## src/rtl/polyph_tx_ctrl_pkg.sv

```systemverilog
`default_nettype none
// ============================================================================
// Module  : polyph_tx_ctrl_pkg
// Brief   : Shared state encoding and default sizing for the TX polyphase
//           timing controller.
// Revision: 1.0 - initial release
// ============================================================================
package polyph_tx_ctrl_pkg;

   localparam int c_OS_DEFAULT     = 4;
   localparam int c_NBAUD_DEFAULT  = 6;
   localparam int c_NB_CNT_DEFAULT = 16;

   typedef enum logic [1:0] {
      ST_IDLE = 2'd0,
      ST_FILL = 2'd1,
      ST_RUN  = 2'd2
   } state_t;

endpackage : polyph_tx_ctrl_pkg
`default_nettype wire

```

## src/rtl/polyph_tx_ctrl_mod_counter.sv

```systemverilog
`default_nettype none
// ============================================================================
// Module  : mod_counter
// Brief   : Modulo-MOD up counter with count enable, synchronous clear and a
//           terminal-count (wrap) flag.
// Revision: 1.0 - initial release
// ============================================================================
module mod_counter #(
   parameter int MOD   = 4,
   parameter int WIDTH = 2
) (
   input  logic             clk,
   input  logic             i_reset,
   input  logic             i_en,
   input  logic             i_clr,
   output logic [WIDTH-1:0] o_count,
   output logic             o_wrap
);

   localparam logic [WIDTH-1:0] c_LAST = WIDTH'(MOD - 1);

   logic [WIDTH-1:0] r_count;

   always_ff @(posedge clk or posedge i_reset) begin
      if (i_reset) begin
         r_count <= '0;
      end else if (i_clr) begin
         r_count <= '0;
      end else if (i_en) begin
         r_count <= (r_count == c_LAST) ? '0 : r_count + WIDTH'(1);
      end
   end

   assign o_count = r_count;
   assign o_wrap  = (r_count == c_LAST);

endmodule : mod_counter
`default_nettype wire

```

## src/rtl/polyph_tx_ctrl.sv

```systemverilog
`default_nettype none
// ============================================================================
// Module  : polyph_tx_ctrl
// Brief   : Timing controller for the polyphase TX shaping filter: coefficient
//           phase, per-baud shift/symbol-request strobe, fill tracking.
// Revision: 1.0 - initial release
// ============================================================================
module polyph_tx_ctrl
   import polyph_tx_ctrl_pkg::*;
#(
   parameter int OS     = c_OS_DEFAULT,
   parameter int NBAUD  = c_NBAUD_DEFAULT,
   parameter int NB_CNT = c_NB_CNT_DEFAULT
) (
   input  logic                    clk,
   input  logic                    i_reset,
   input  logic                    i_enable,
   input  logic                    i_hold,
   output logic [$clog2(OS)-1:0]   o_phase,
   output logic                    o_ctrl,
   output logic                    o_sym_req,
   output logic                    o_os_valid,
   output logic                    o_busy,
   output logic [NB_CNT-1:0]       o_sym_cnt
);

   localparam int NB_PH   = $clog2(OS);
   localparam int NB_FILL = $clog2(NBAUD + 1);
   localparam logic [NB_FILL-1:0] c_FILL_FULL = NB_FILL'(NBAUD);
   localparam logic [NB_FILL-1:0] c_FILL_LAST = NB_FILL'(NBAUD - 1);

   state_t              r_state;
   logic [NB_FILL-1:0]  r_fill_cnt;
   logic                r_stop_pend;
   logic [NB_CNT-1:0]   r_sym_cnt;

   logic [NB_PH-1:0]    w_phase;
   logic                w_phase_last;
   logic                w_active;
   logic                w_step;
   logic                w_sym_end;
   logic                w_shift;
   logic                w_stop;

   assign w_active  = (r_state != ST_IDLE);
   assign w_step    = w_active && !i_hold;
   assign w_sym_end = w_step && w_phase_last;
   // A pending stop turns the last phase of the symbol into a non-shifting exit.
   assign w_shift   = w_sym_end && !r_stop_pend;
   assign w_stop    = w_sym_end && r_stop_pend;

   mod_counter #(
      .MOD   (OS),
      .WIDTH (NB_PH)
   ) u_phase_cnt (
      .clk     (clk),
      .i_reset (i_reset),
      .i_en    (w_step),
      .i_clr   (!w_active),
      .o_count (w_phase),
      .o_wrap  (w_phase_last)
   );

   always_ff @(posedge clk or posedge i_reset) begin
      if (i_reset) begin
         r_state     <= ST_IDLE;
         r_fill_cnt  <= '0;
         r_stop_pend <= 1'b0;
         r_sym_cnt   <= '0;
      end else begin
         case (r_state)
            ST_IDLE: begin
               if (i_enable) begin
                  r_state     <= ST_FILL;
                  r_fill_cnt  <= '0;
                  r_stop_pend <= 1'b0;
               end
            end
            ST_FILL, ST_RUN: begin
               if (w_stop) begin
                  r_state     <= ST_IDLE;
                  r_fill_cnt  <= '0;
                  r_stop_pend <= 1'b0;
               end else begin
                  r_stop_pend <= !i_enable;
                  if (w_shift) begin
                     r_sym_cnt <= r_sym_cnt + NB_CNT'(1);
                     if (r_fill_cnt != c_FILL_FULL) begin
                        r_fill_cnt <= r_fill_cnt + NB_FILL'(1);
                     end
                     if (r_state == ST_FILL && r_fill_cnt == c_FILL_LAST) begin
                        r_state <= ST_RUN;
                     end
                  end
               end
            end
            default: begin
               r_state     <= ST_IDLE;
               r_fill_cnt  <= '0;
               r_stop_pend <= 1'b0;
            end
         endcase
      end
   end

   assign o_phase    = w_phase;
   assign o_ctrl     = w_shift;
   assign o_sym_req  = w_shift;
   assign o_os_valid = (r_state == ST_RUN) && !i_hold;
   assign o_busy     = w_active;
   assign o_sym_cnt  = r_sym_cnt;

endmodule : polyph_tx_ctrl
`default_nettype wire

```

## config.mk

```make
export PLATFORM = sky130hd
export DESIGN_NAME = polyph_tx_ctrl
export DESIGN_NICKNAME = d
export VERILOG_FILES = /design/src/rtl/polyph_tx_ctrl_pkg.sv /design/src/rtl/polyph_tx_ctrl_mod_counter.sv /design/src/rtl/polyph_tx_ctrl.sv
export SDC_FILE = /design/constraint.sdc
export NUM_CORES = 1
export LEC_CHECK = 0
export ABC_AREA = 1
export CORE_MARGIN = 2
export CORE_UTILIZATION = 56
export DETAILED_ROUTE_END_ITERATION = 10
export PLACE_DENSITY = 0.85
export SYNTH_ARGS = -nofsm -noshare
export SYNTH_HDL_FRONTEND = slang
export SYNTH_SLANG_ARGS = --single-unit
```

## constraint.sdc

```tcl
create_clock -name clk -period 2.5 [get_ports clk]
set_input_delay 0.5 -clock clk [delete_from_list [all_inputs] [get_ports clk]]
set_output_delay 0.5 -clock clk [all_outputs]
set_load 0.01 [all_outputs]
```

==> results of run 1 <==
-- synthesized netlist by cell type --
cell       n  area share (%)
nand2_2    5             2.2
buf_4      1            0.52
o31ai_1    1            0.52
nand2_1   43              11
nor3_2     1            0.70
ha_1       9             7.9
nand3b_1   1            0.52
nor3_1     2            0.70
o21ai_1    5             1.7
nand2_4    2             1.6
nor2_4     8             6.3
nor2_1     6             1.6
dfrtp_1   24              42
xor2_1     5             3.1
xnor2_1    7             4.3
nand3_1    9             3.1
and2_4     1            0.61
nor2_2     2            0.87
nand4_1    5             2.2
a31oi_1    1            0.44
nand3_4    1             1.2
o21ai_0    1            0.35
inv_1     24             6.3
inv_2      1            0.26
-- layout make-up --
type / count / area [um^2] / share of cell area (%)
repair buffers: 28 / 274 / 15.6
clock buffers: 3 / 22.5 / 1.28
inverters: 25 / 93.8 / 5.33
well taps: 30 / 37.5 / 2.13
flip-flops and latches: 24 / 601 / 34.1
multi-input cells: 115 / 732 / 41.6
-- path summary, 6_finish.rpt --
kind | from | end | slack [ns] | cells after the start
min | i_reset | o_sym_cnt[10]$_DFFE_PP0P_ | 0.51 | 3
max | r_state[1]$_DFFE_PP0P_ | o_busy | 0.22 | 4
max in group asynchronous | i_reset | o_sym_cnt[13]$_DFFE_PP0P_ | 1.74 | 3
min reg2reg | o_sym_cnt[13]$_DFFE_PP0P_ | o_sym_cnt[13]$_DFFE_PP0P_ | 0.52 | 2
min in group clk | o_sym_cnt[13]$_DFFE_PP0P_ | o_sym_cnt[13]$_DFFE_PP0P_ | 0.52 | 2
max reg2reg | r_state[1]$_DFFE_PP0P_ | o_sym_cnt[10]$_DFFE_PP0P_ | 0.87 | 8
-- worst register-to-register path, delay by kind of cell (launching register included) --
family        cells  cell delay, ns
simple gates      4            0.53
flops             1            0.41
fa+ha+maj         1            0.23
buf+inv           2            0.23
xor+xnor          1            0.14
-- placed cells by master, fill, tap and decap left out, drive strengths merged --
| cell | synthesis | routed |
|---|---|---|
| nand3b | 1 | 1 |
| o21ai | 6 | 6 |
| nand3 | 10 | 10 |
| clkdlybuf4s50 | 0 | 23 |
| xor2 | 5 | 5 |
| and2 | 1 | 1 |
| clkbuf | 0 | 3 |
| o31ai | 1 | 1 |
| a31oi | 1 | 1 |
| buf | 1 | 3 |
| xnor2 | 7 | 7 |
| ha | 9 | 9 |
| dlymetal6s2s | 0 | 1 |
| dfrtp | 24 | 24 |
| nor2 | 16 | 16 |
| nor3 | 3 | 3 |
| nand4 | 5 | 5 |
| dlygate4sd2 | 0 | 1 |
| nand2 | 50 | 50 |
| inv | 25 | 25 |
-- flip-flops by register name, indices dropped and copies added (netlist names) --
register / cells
o_sym_cnt: 16
r_fill_cnt: 3
r_state: 2
u_phase_cnt.o_count: 2
r_stop_pend: 1
-- layer usage --
| metal | share of wire (%) | global-route usage [%] | up-vias |
|---|---|---|---|
| met1 | 44 | 23.8 | 523 |
| met3 | 2.4 | 2.46 | 4 |
| met2 | 52 | 36.5 | 17 |
| met5 | 0 | 0 | - |
| li1 | - | - | 577 |
| met4 | 1.1 | 9.58 | 0 |
-- what timing repair did --
action	in CTS	in global routing
buffers inserted	1	0
endpoints found under the setup margin	2	1
pin swaps	0	0
resized for setup	1	1
gates cloned	0	0
-- power groups by stage --
stage	Combinational (mW)	Clock [mW]	Sequential [mW]
2_1_floorplan	0.481	0	0.563
3_3_place_gp	0.672	0	0.555
3_5_place_dp	0.698	0	0.561
4_1_cts	0.720	0.178	0.549
5_1_grt	0.819	0.191	0.561
6_report	0.717	0.172	0.548
-- kinds of logic (layout without fill, tap and decap cells) --
| group | count (synthesis) | count (layout) |
|---|---|---|
| AOI/OAI and AO/OA | 8 | 8 |
| DFF | 24 | 24 |
| and+or+nand+nor | 86 | 86 |
| adders and majority gates | 9 | 9 |
| xor gates and xnor gates | 12 | 12 |
| buffers and inverters | 26 | 56 |
==> impl_metrics.toml, run 1 <==
[route]
drt_iter0_drc = 16
routedWlPerCell_um = 11.7
drtAntennaViolNets = 0
drt_pass1_iterations = 4
drc = 0
via_per_inst = 4.98
routed_wl_mm = 2.63
detailroute.via_count = 1121

[clock_network]
cts_sinks = 24
ctsHoldBuffers = 0
clock_latency_ns = 0.31
clk_pin_slew_ns = 0.13
cts_tree = "done"
numCtsBuffers = 3
clockBufferDepth = 2
cts_root_buf = "clkbuf_4"
htreeDepth = 1

[place]
gp_congestion = 0.820
numPlacedInstances = 221
dpl_cell_area_um2 = 1730
hpwl_mm = 2.05
io_buffers = 25
place_ws_ns = 0.0568

[worst_setup_path]
crit_arrival_ns = 1.78
critical_path_buf_inv_count = 3
cp_cell_sequence = "inv_1 > ha_1 > inv_1 > clkdlybuf4s50_1"
cp_slowest_cell = "clkdlybuf4s50_1"
cp.required_ns = 2.00
worst_setup_path_start_kind = "register"
max_stage_delay_ns = 0.57
crit_top_cell = "inv_1"
cp-end-kind = "output pin"
path_max_fanout = 6
critPathKind = "reg2out"
critical_path.top_delay_family = "buffers and inverters"

[yosys]
yosysWarningCount = 0
synth_fa_ha_area_share_pct = 7.85
syn-cell-area_um2 = 1430
yosys.area_share.simple_pct = 32.8
ys_ff_latch = 24
synthCells = 165
synth_top_family_by_area = "simple AND/OR/NAND/NOR gates"
post_synth.cell_area_avg_um2 = 8.69
yosysUniqueCellTypes = 24
synth_xor_area_share_pct = 7.33
synth.net_count = 178
muxShareOfSynthArea_pct = 0
yosysSeqAreaShare_pct = 41.9
synth-compound-area-share_pct = 3.05

[sta]
setup_viol = 0
slew_violations = 0
fin_ws_ns = 0.224
tightest_slew_ns = 0.319
timing.final.crit_share_pct = 91.0
finalClockSkew_ns = 0.00386
slew_headroom_pct = 78.7
rsz0062_at_grt = "no"
fmax_ghz = 0.439
period_needed_ns = 2.28
hold_slack_ns = 0.514
hold_viol = 0
finalSetupTns_ns = 0

[finish]
final_cell_area_um2 = 1760
layout.nets = 210
fin_util_pct = 71.7
drive_gt1_share_pct = 13.8
fill_cells = 198
antenna_cells = 0
area_delta_synth_final_pct = 22.8
instances_no_fill = 225

[pwr]
seqPwrFrac_pct = 38.1
comb_power_share_pct = 49.9
swShare_pct = 42.3
vdd_drop_max_v = 0.000669
power.switching_uw = 608
p_total_mw = 1.44
power_frac_clock_pct = 12.0
power_density_nw_per_um2 = 816
p_int_uw = 828
leakagePower_nw = 0.848

[global_routing]
grt_pass1_vias = 1079
overflow = 0
grt_pass1_wl_mm = 4.40
grt_antenna_before_repair = 0
grt_usage_pct = 20.4
grt_max_degree = 25

[job]
cap_violations = 0

[floorplanning]
ios = 26
start_util_pct = 58.4
die_h_um = 54.6
die_w_um = 54.6
coreArea_um2 = 2450
num_rows = 18
die-area_um2 = 2980

[run_status]
status = "finished clean"

[min_path]
hp-class = "in2async"
No activity file was read; power rests on OpenSTA's default activity.
==> run 2, diff against run 1 <==
--- a/config.mk
+++ b/config.mk
@@ -9,6 +9,7 @@
 export CORE_MARGIN = 2
 export CORE_UTILIZATION = 56
 export DETAILED_ROUTE_END_ITERATION = 10
+export MAX_ROUTING_LAYER = met4
 export PLACE_DENSITY = 0.85
 export SYNTH_ARGS = -nofsm -noshare
 export SYNTH_HDL_FRONTEND = slang
==> constraint.sdc (replaced) <==
create_clock -name clk -period 2.5 [get_ports clk]
set_input_delay 0.5 -clock clk [delete_from_list [all_inputs] [get_ports clk]]
set_output_delay 0.5 -clock clk [all_outputs]
set_load 0.005 [all_outputs]
==> run 2 against run 1 <==
Flip-flop and latch count unchanged. First-iteration DRC count did not move. Via count is 1.9% higher. Critical path depth is 2 higher. Worst setup slack got worse by 0.14 ns. Sequential share of layout area shrank 0.31 points. Wire length rose by 6.9%. Hold slack got worse by 0.0025 ns. Sequential power is essentially flat. Die area unchanged. Critical path type unchanged. Largest cell class unchanged.
==> impl_metrics.toml, run 2 (synthesis gave the netlist of run 1 again) <==
[global_routing]
grt_pass1_vias = 1102
overflow = 0
grt_usage_pct = 22.2
grt_max_degree = 25
grt_antenna_before_repair = 0
grt_pass1_wl_mm = 4.66

[route]
drt_pass1_iterations = 4
route.met2.wl_mm = 1.48
drtAntennaViolNets = 0
dr.max_layer_used = "met4"
wl_met3_um = 77
wl_met1_mm = 1.20
routed_wl_mm = 2.81
drc = 0
drt_iter0_drc = 16
via_per_inst = 5.03
detailroute.via_count = 1142
routedWlPerCell_um = 12.4

[clock_network]
clock_latency_ns = 0.31
clk_pin_slew_ns = 0.13
clockBufferDepth = 2
htreeDepth = 1
cts_sinks = 24
numCtsBuffers = 3
cts_tree = "done"
cts_root_buf = "clkbuf_4"

[finish]
area_delta_synth_final_pct = 23.9
drive_gt1_share_pct = 15.2
mostFrequentLayoutCell = "nand2_1"
mostFrequentLayoutCells = "nand2_1, clkdlybuf4s50_1, inv_1, dfrtp_1"
layout.nets = 212
antenna_cells = 0
largest_reg_flops = 16
fill_cells = 183

[place]
hpwl_mm = 2.09
gp_congestion = 0.831
io_buffers = 25

[floorplanning]
start_util_pct = 58.4
coreArea_um2 = 2450
num_rows = 18
die_w_um = 54.6
die-area_um2 = 2980
ios = 26
die_h_um = 54.6

[min_path]
hp-class = "in2async"

[worst_setup_path]
cp-end-kind = "output pin"
critPathKind = "reg2out"
cp_slowest_cell = "clkdlybuf4s50_1"
worst_setup_path_start_kind = "register"
cp_cell_sequence = "inv_1 > ha_1 > nor2_4 > nand2_4 > nor2_2 > clkdlybuf4s50_1"
cp.required_ns = 2.00
max_stage_delay_ns = 0.54
crit_arrival_ns = 1.92
path_max_fanout = 3

[sta]
finalSetupTns_ns = 0
hold_viol = 0
tightest_slew_ns = 0.318
period_needed_ns = 2.42
timing.final.crit_share_pct = 96.6
setup_viol = 0
fmax_ghz = 0.414
finalClockSkew_ns = 0.00325
slew_headroom_pct = 78.8
slew_violations = 0
hold_slack_ns = 0.511

[pwr]
leakagePower_nw = 0.834
power_density_nw_per_um2 = 818
p_total_mw = 1.45
vdd_drop_max_v = 0.000823

[run_status]
status = "finished clean"

[job]
cap_violations = 0
[run 2: repair_timing]
action | in CTS | in global routing
endpoints found under the hold margin | 0 | 0
hold buffers | 0 | 0
endpoints found under the setup margin | 2 | 2
gates resized for setup | 0 | 1
setup buffers | 1 | 2
pin swaps | 0 | 0
gates cloned | 0 | 0
[run 2: final timing paths]
path,from,end,slack [ns],depth (start not counted)
setup / recovery,r_state[0]$_DFFE_PP0P_,o_sym_req,0.08,6
hold reg to reg,o_sym_cnt[13]$_DFFE_PP0P_,o_sym_cnt[13]$_DFFE_PP0P_,0.53,2
min in group clk,o_sym_cnt[13]$_DFFE_PP0P_,o_sym_cnt[13]$_DFFE_PP0P_,0.53,2
max in group asynchronous,i_reset,o_sym_cnt[9]$_DFFE_PP0P_,1.75,3
setup reg to reg,r_state[1]$_DFFE_PP0P_,o_sym_cnt[12]$_DFFE_PP0P_,0.88,9
hold / removal,i_reset,o_sym_cnt[13]$_DFFE_PP0P_,0.51,3
[run 2: area by class of cell]
class	count	area, um^2	area share (%)
Inverter	25	93.8	5.28
Clock buffer	3	22.5	1.27
Tap cell	30	37.5	2.11
Timing Repair Buffer	30	288	16.2
Sequential cell	24	601	33.8
Multi-Input combinational cell	115	734	41.3
[run 2: per-stage QoR]
stage	setup slack (ns)	cells	util (%)	cell area [um^2]
after CTS	0.00452	225	71.7	1760
after floorplan	0.789	165	-	1430
after global placement	0.165	221	70.4	1730
after detailed placement	0.0596	221	70.4	1730
final	0.0844	227	72.4	1780
after global routing	-0.00967	227	72.4	1780
[run 2: per-layer routing]
metal	global-route usage (%)	up-vias
li1	-	579
met1	24.7	536
met2	39.3	21
met3	2.73	6
met4	10.0	0
met5	-	-
[run 2: power breakdown]
part	internal [mW]	switching, mW	leakage, nW
sequential	0.467	0.0821	0.300
clock	0.0564	0.114	0.0138
combinational	0.324	0.409	0.520
total	0.848	0.605	0.834
[run 2: worst max-delay path, delay by kind of cell (launching register included)]
kind / cells / cell delay, ns
adder cells (fa/ha/maj): 1 / 0.25
flip-flops: 1 / 0.37
AND/OR/NAND/NOR: 3 / 0.35
buffers and inverters: 2 / 0.62
==> edit 1: new RTL, settings of run 1 <==
Add an input register stage for `i_enable` and `i_hold`, with the module's reset; this delays them by one clock.
--- a/src/rtl/polyph_tx_ctrl.sv
+++ b/src/rtl/polyph_tx_ctrl.sv
@@ -30,4 +30,17 @@
    localparam logic [NB_FILL-1:0] c_FILL_LAST = NB_FILL'(NBAUD - 1);
 
+   logic i_enable_q;
+   logic i_hold_q;
+
+   always_ff @(posedge clk or posedge i_reset) begin
+      if (i_reset) begin
+         i_enable_q <= '0;
+         i_hold_q   <= '0;
+      end else begin
+         i_enable_q <= i_enable;
+         i_hold_q   <= i_hold;
+      end
+   end
+
    state_t              r_state;
    logic [NB_FILL-1:0]  r_fill_cnt;
@@ -44,5 +57,5 @@
 
    assign w_active  = (r_state != ST_IDLE);
-   assign w_step    = w_active && !i_hold;
+   assign w_step    = w_active && !i_hold_q;
    assign w_sym_end = w_step && w_phase_last;
    // A pending stop turns the last phase of the symbol into a non-shifting exit.
@@ -71,5 +84,5 @@
          case (r_state)
             ST_IDLE: begin
-               if (i_enable) begin
+               if (i_enable_q) begin
                   r_state     <= ST_FILL;
                   r_fill_cnt  <= '0;
@@ -83,5 +96,5 @@
                   r_stop_pend <= 1'b0;
                end else begin
-                  r_stop_pend <= !i_enable;
+                  r_stop_pend <= !i_enable_q;
                   if (w_shift) begin
                      r_sym_cnt <= r_sym_cnt + NB_CNT'(1);
@@ -107,5 +120,5 @@
    assign o_ctrl     = w_shift;
    assign o_sym_req  = w_shift;
-   assign o_os_valid = (r_state == ST_RUN) && !i_hold;
+   assign o_os_valid = (r_state == ST_RUN) && !i_hold_q;
    assign o_busy     = w_active;
    assign o_sym_cnt  = r_sym_cnt;
Behaviour: not the same (a bounded check fails within 4 cycles, from zero or initial values and one cycle with i_reset high).
==> edit 1 against run 1 <==
Final area increased by 3.1%; power fell by 15%; maximum frequency is 4.2% lower; routed wire length grew 11%; clock skew grew 0.0022 ns; critical path type unchanged; setup slack got worse by 0.10 ns; synthesized area grew 0.96%; sequential cell count rose by 2.
==> edit 1: results <==
{
  "run_status": "complete, no violations",
  "placed_cell_area_um2": 1740,
  "pg_seq_mw": 0.525,
  "seqPwrFrac": 0.430,
  "hp-class": "reg -> reg",
  "post_synthesis_net_count": 177,
  "grt_start_max_net_pins": 27,
  "critical_path_peak_fanout": 5,
  "regToRegStartpoint": "r_state[0]",
  "max_stage_delay_ns": 0.55,
  "dp_hpwl_mm": 2.20,
  "multi_input_comb_cells": 111,
  "clkSinkCount": 26,
  "fillerInstances": 186,
  "track_usage": 0.219,
  "synth_top_area_cells": "dfrtp_1 45%, nand2_1 11%, ha_1 7.8%, inv_1 6.5%, nand3_1 4.1%",
  "worst_ir_drop_vdd_mv": 0.678,
  "endpoint": "o_ctrl",
  "post_synthesis_sequential_area_ratio": 0.449,
  "worst-slew-pin-transition_ns": 0.402,
  "hold_ws_ns": 0.442,
  "p_leak_nw": 0.898,
  "share_of_the_final_layout_cell_area_in_multi_input_gates": 0.384,
  "layout.buffer.nonclock.area_share": 0.154,
  "placed_cells": 219,
  "timing.final.ws_setup_ns": 0.124,
  "fin_util": 0.740,
  "worst-r2r-cell-count": 9,
  "first_global_vias": 1162,
  "crit-reg2reg-capture": "o_sym_cnt[13]",
  "setup.reg_to_reg.worst_slack_ns": 0.76,
  "final_routed_wire_length_divided_by_cell_count_um": 13.0,
  "finalClockSkew_ns": 0.00601,
  "dp_worst_setup_slack_ns": 0.223,
  "cell_internal_pwr_mw": 0.805,
  "inv_count": 26,
  "dr.first_iter.drc_count": 32,
  "grt_pass1_wl_mm": 4.82
}
edit 1: per-layer routing:
metal	GRT usage	part of all wire	vias to the layer above
met2	0.389	0.52	36
met1	0.273	0.42	568
met4	0.0708	0.021	0
li1	-	-	580
met5	0	0	-
met3	0.0273	0.041	9
edit 1: worst min path at each step:
stage,from,to
5_1_grt,i_enable_q,r_stop_pend
3_3_place_gp,i_enable_q,r_stop_pend
2_1_floorplan,i_enable_q,r_stop_pend
4_1_cts,i_enable_q,r_stop_pend
6_report,i_enable_q,r_stop_pend
3_5_place_dp,i_enable_q,r_stop_pend
edit 1: kinds of logic (layout without fill, tap and decap cells):
group,Yosys count,count (layout),share of synthesized area
adders and majority gates,9,9,0.0778
DFF,26,26,0.449
AOI/OAI and AO/OA,6,6,0.0311
buffers and inverters,27,59,0.0726
and+or+nand+nor,86,86,0.309
xor gates and xnor gates,10,10,0.0605
==> edit 2: new RTL, config.mk and constraints of run 1 <==
Without the edit above. `c_NB_CNT_DEFAULT`: 16 -> 24.
--- a/src/rtl/polyph_tx_ctrl_pkg.sv
+++ b/src/rtl/polyph_tx_ctrl_pkg.sv
@@ -10,5 +10,5 @@
    localparam int c_OS_DEFAULT     = 4;
    localparam int c_NBAUD_DEFAULT  = 6;
-   localparam int c_NB_CNT_DEFAULT = 16;
+   localparam int c_NB_CNT_DEFAULT = 24;
 
    typedef enum logic [1:0] {
Interface: changed (resized o_sym_cnt); port bits go from 26 to 34. No check against the original RTL was run, so the function may have changed too.
==> edit 2 against run 1 <==
Combinational power decreased by 43%; synthesized area up 28%; setup slack got worse by 0.11 ns; maximum frequency down 4.8%; routed wire length increased by 35%; final area is 31% higher; power down 5.9%; sequential cell count increased by 8; critical endpoint is now o_ctrl.
==> edit 2: results <==
{
  "worst-r2r-cell-count": 9,
  "final_routed_wire_length_divided_by_cell_count_um": 11.1,
  "finalCritPeriodShare": 0.956,
  "critical_path_peak_fanout": 5,
  "run_status": "complete, no violations",
  "compound_cell_area_share_of_the_yosys_netlist": 0.0149,
  "finalClockSkew_ns": 0.00260,
  "power.net_switching_mw": 0.468,
  "dp_worst_setup_slack_ns": 0.138,
  "worst_ir_drop_vdd_mv": 0.577,
  "cts-buffers-inserted": 5,
  "nets": 288,
  "crit-reg2reg-capture": "r_state[0]",
  "placed_cell_area_um2": 2230,
  "dp_hpwl_mm": 2.65,
  "endpoint": "o_ctrl",
  "wl_met1_mm": 1.67,
  "pwr-share-clk": 0.230,
  "fillerInstances": 255,
  "p_leak_nw": 1.17,
  "setup.reg_to_reg.worst_slack_ns": 0.57,
  "met2_wirelength_mm": 1.72,
  "m2_gr_usage": 0.368,
  "critPathArrivalTime_ns": 1.89,
  "register_clock_pin_slew_on_the_reported_worst_setup_and_hold_paths_ns": 0.09,
  "power.combinational.fraction": 0.305,
  "placed_cells": 312,
  "cell_internal_pwr_mw": 0.884,
  "cts_max_level": 2,
  "synth-adder-area-share": 0.0611,
  "post_synthesis_net_count": 247,
  "number_of_distinct_library_cells_after_synthesis": 23,
  "number_of_instances_in_the_synthesized_netlist": 234,
  "cts_post_setup_buffers_inserted": 0,
  "numPortBuffers": 33,
  "wl_met3_um": 98
}
-- edit 2: cell count changes in the layout (fill, tap and decap cells not counted), sizes merged, moves of 8 or more --
cell           before  now
clkdlybuf4s50      23   32
dfrtp              24   32
inv                25   36
nand2              50   75
nand4               5   15
nor2               16   28
-- edit 2: repair_timing --
item	in CTS	in global routing
resized for setup	1	3
pin swaps	0	0
endpoints found under the setup margin	2	2
hold buffers	0	0
-- edit 2: cell families (layout without fill, tap and decap cells) --
group	Yosys count	after routing
adders and majority gates	9	9
buffers and inverters	38	80
AOI/OAI and AO/OA	4	4
DFF	32	32
xor gates and xnor gates	14	14
and+or+nand+nor	137	137
-- edit 2: cell type report --
cell class	count	area [um^2]	area share
clock buffer	8	58.8	0.0256
inverter	36	135	0.0588
multi-input combinational	164	895	0.389
sequential	32	801	0.348
tap	44	55.1	0.0239
timing repair buffer	36	355	0.155
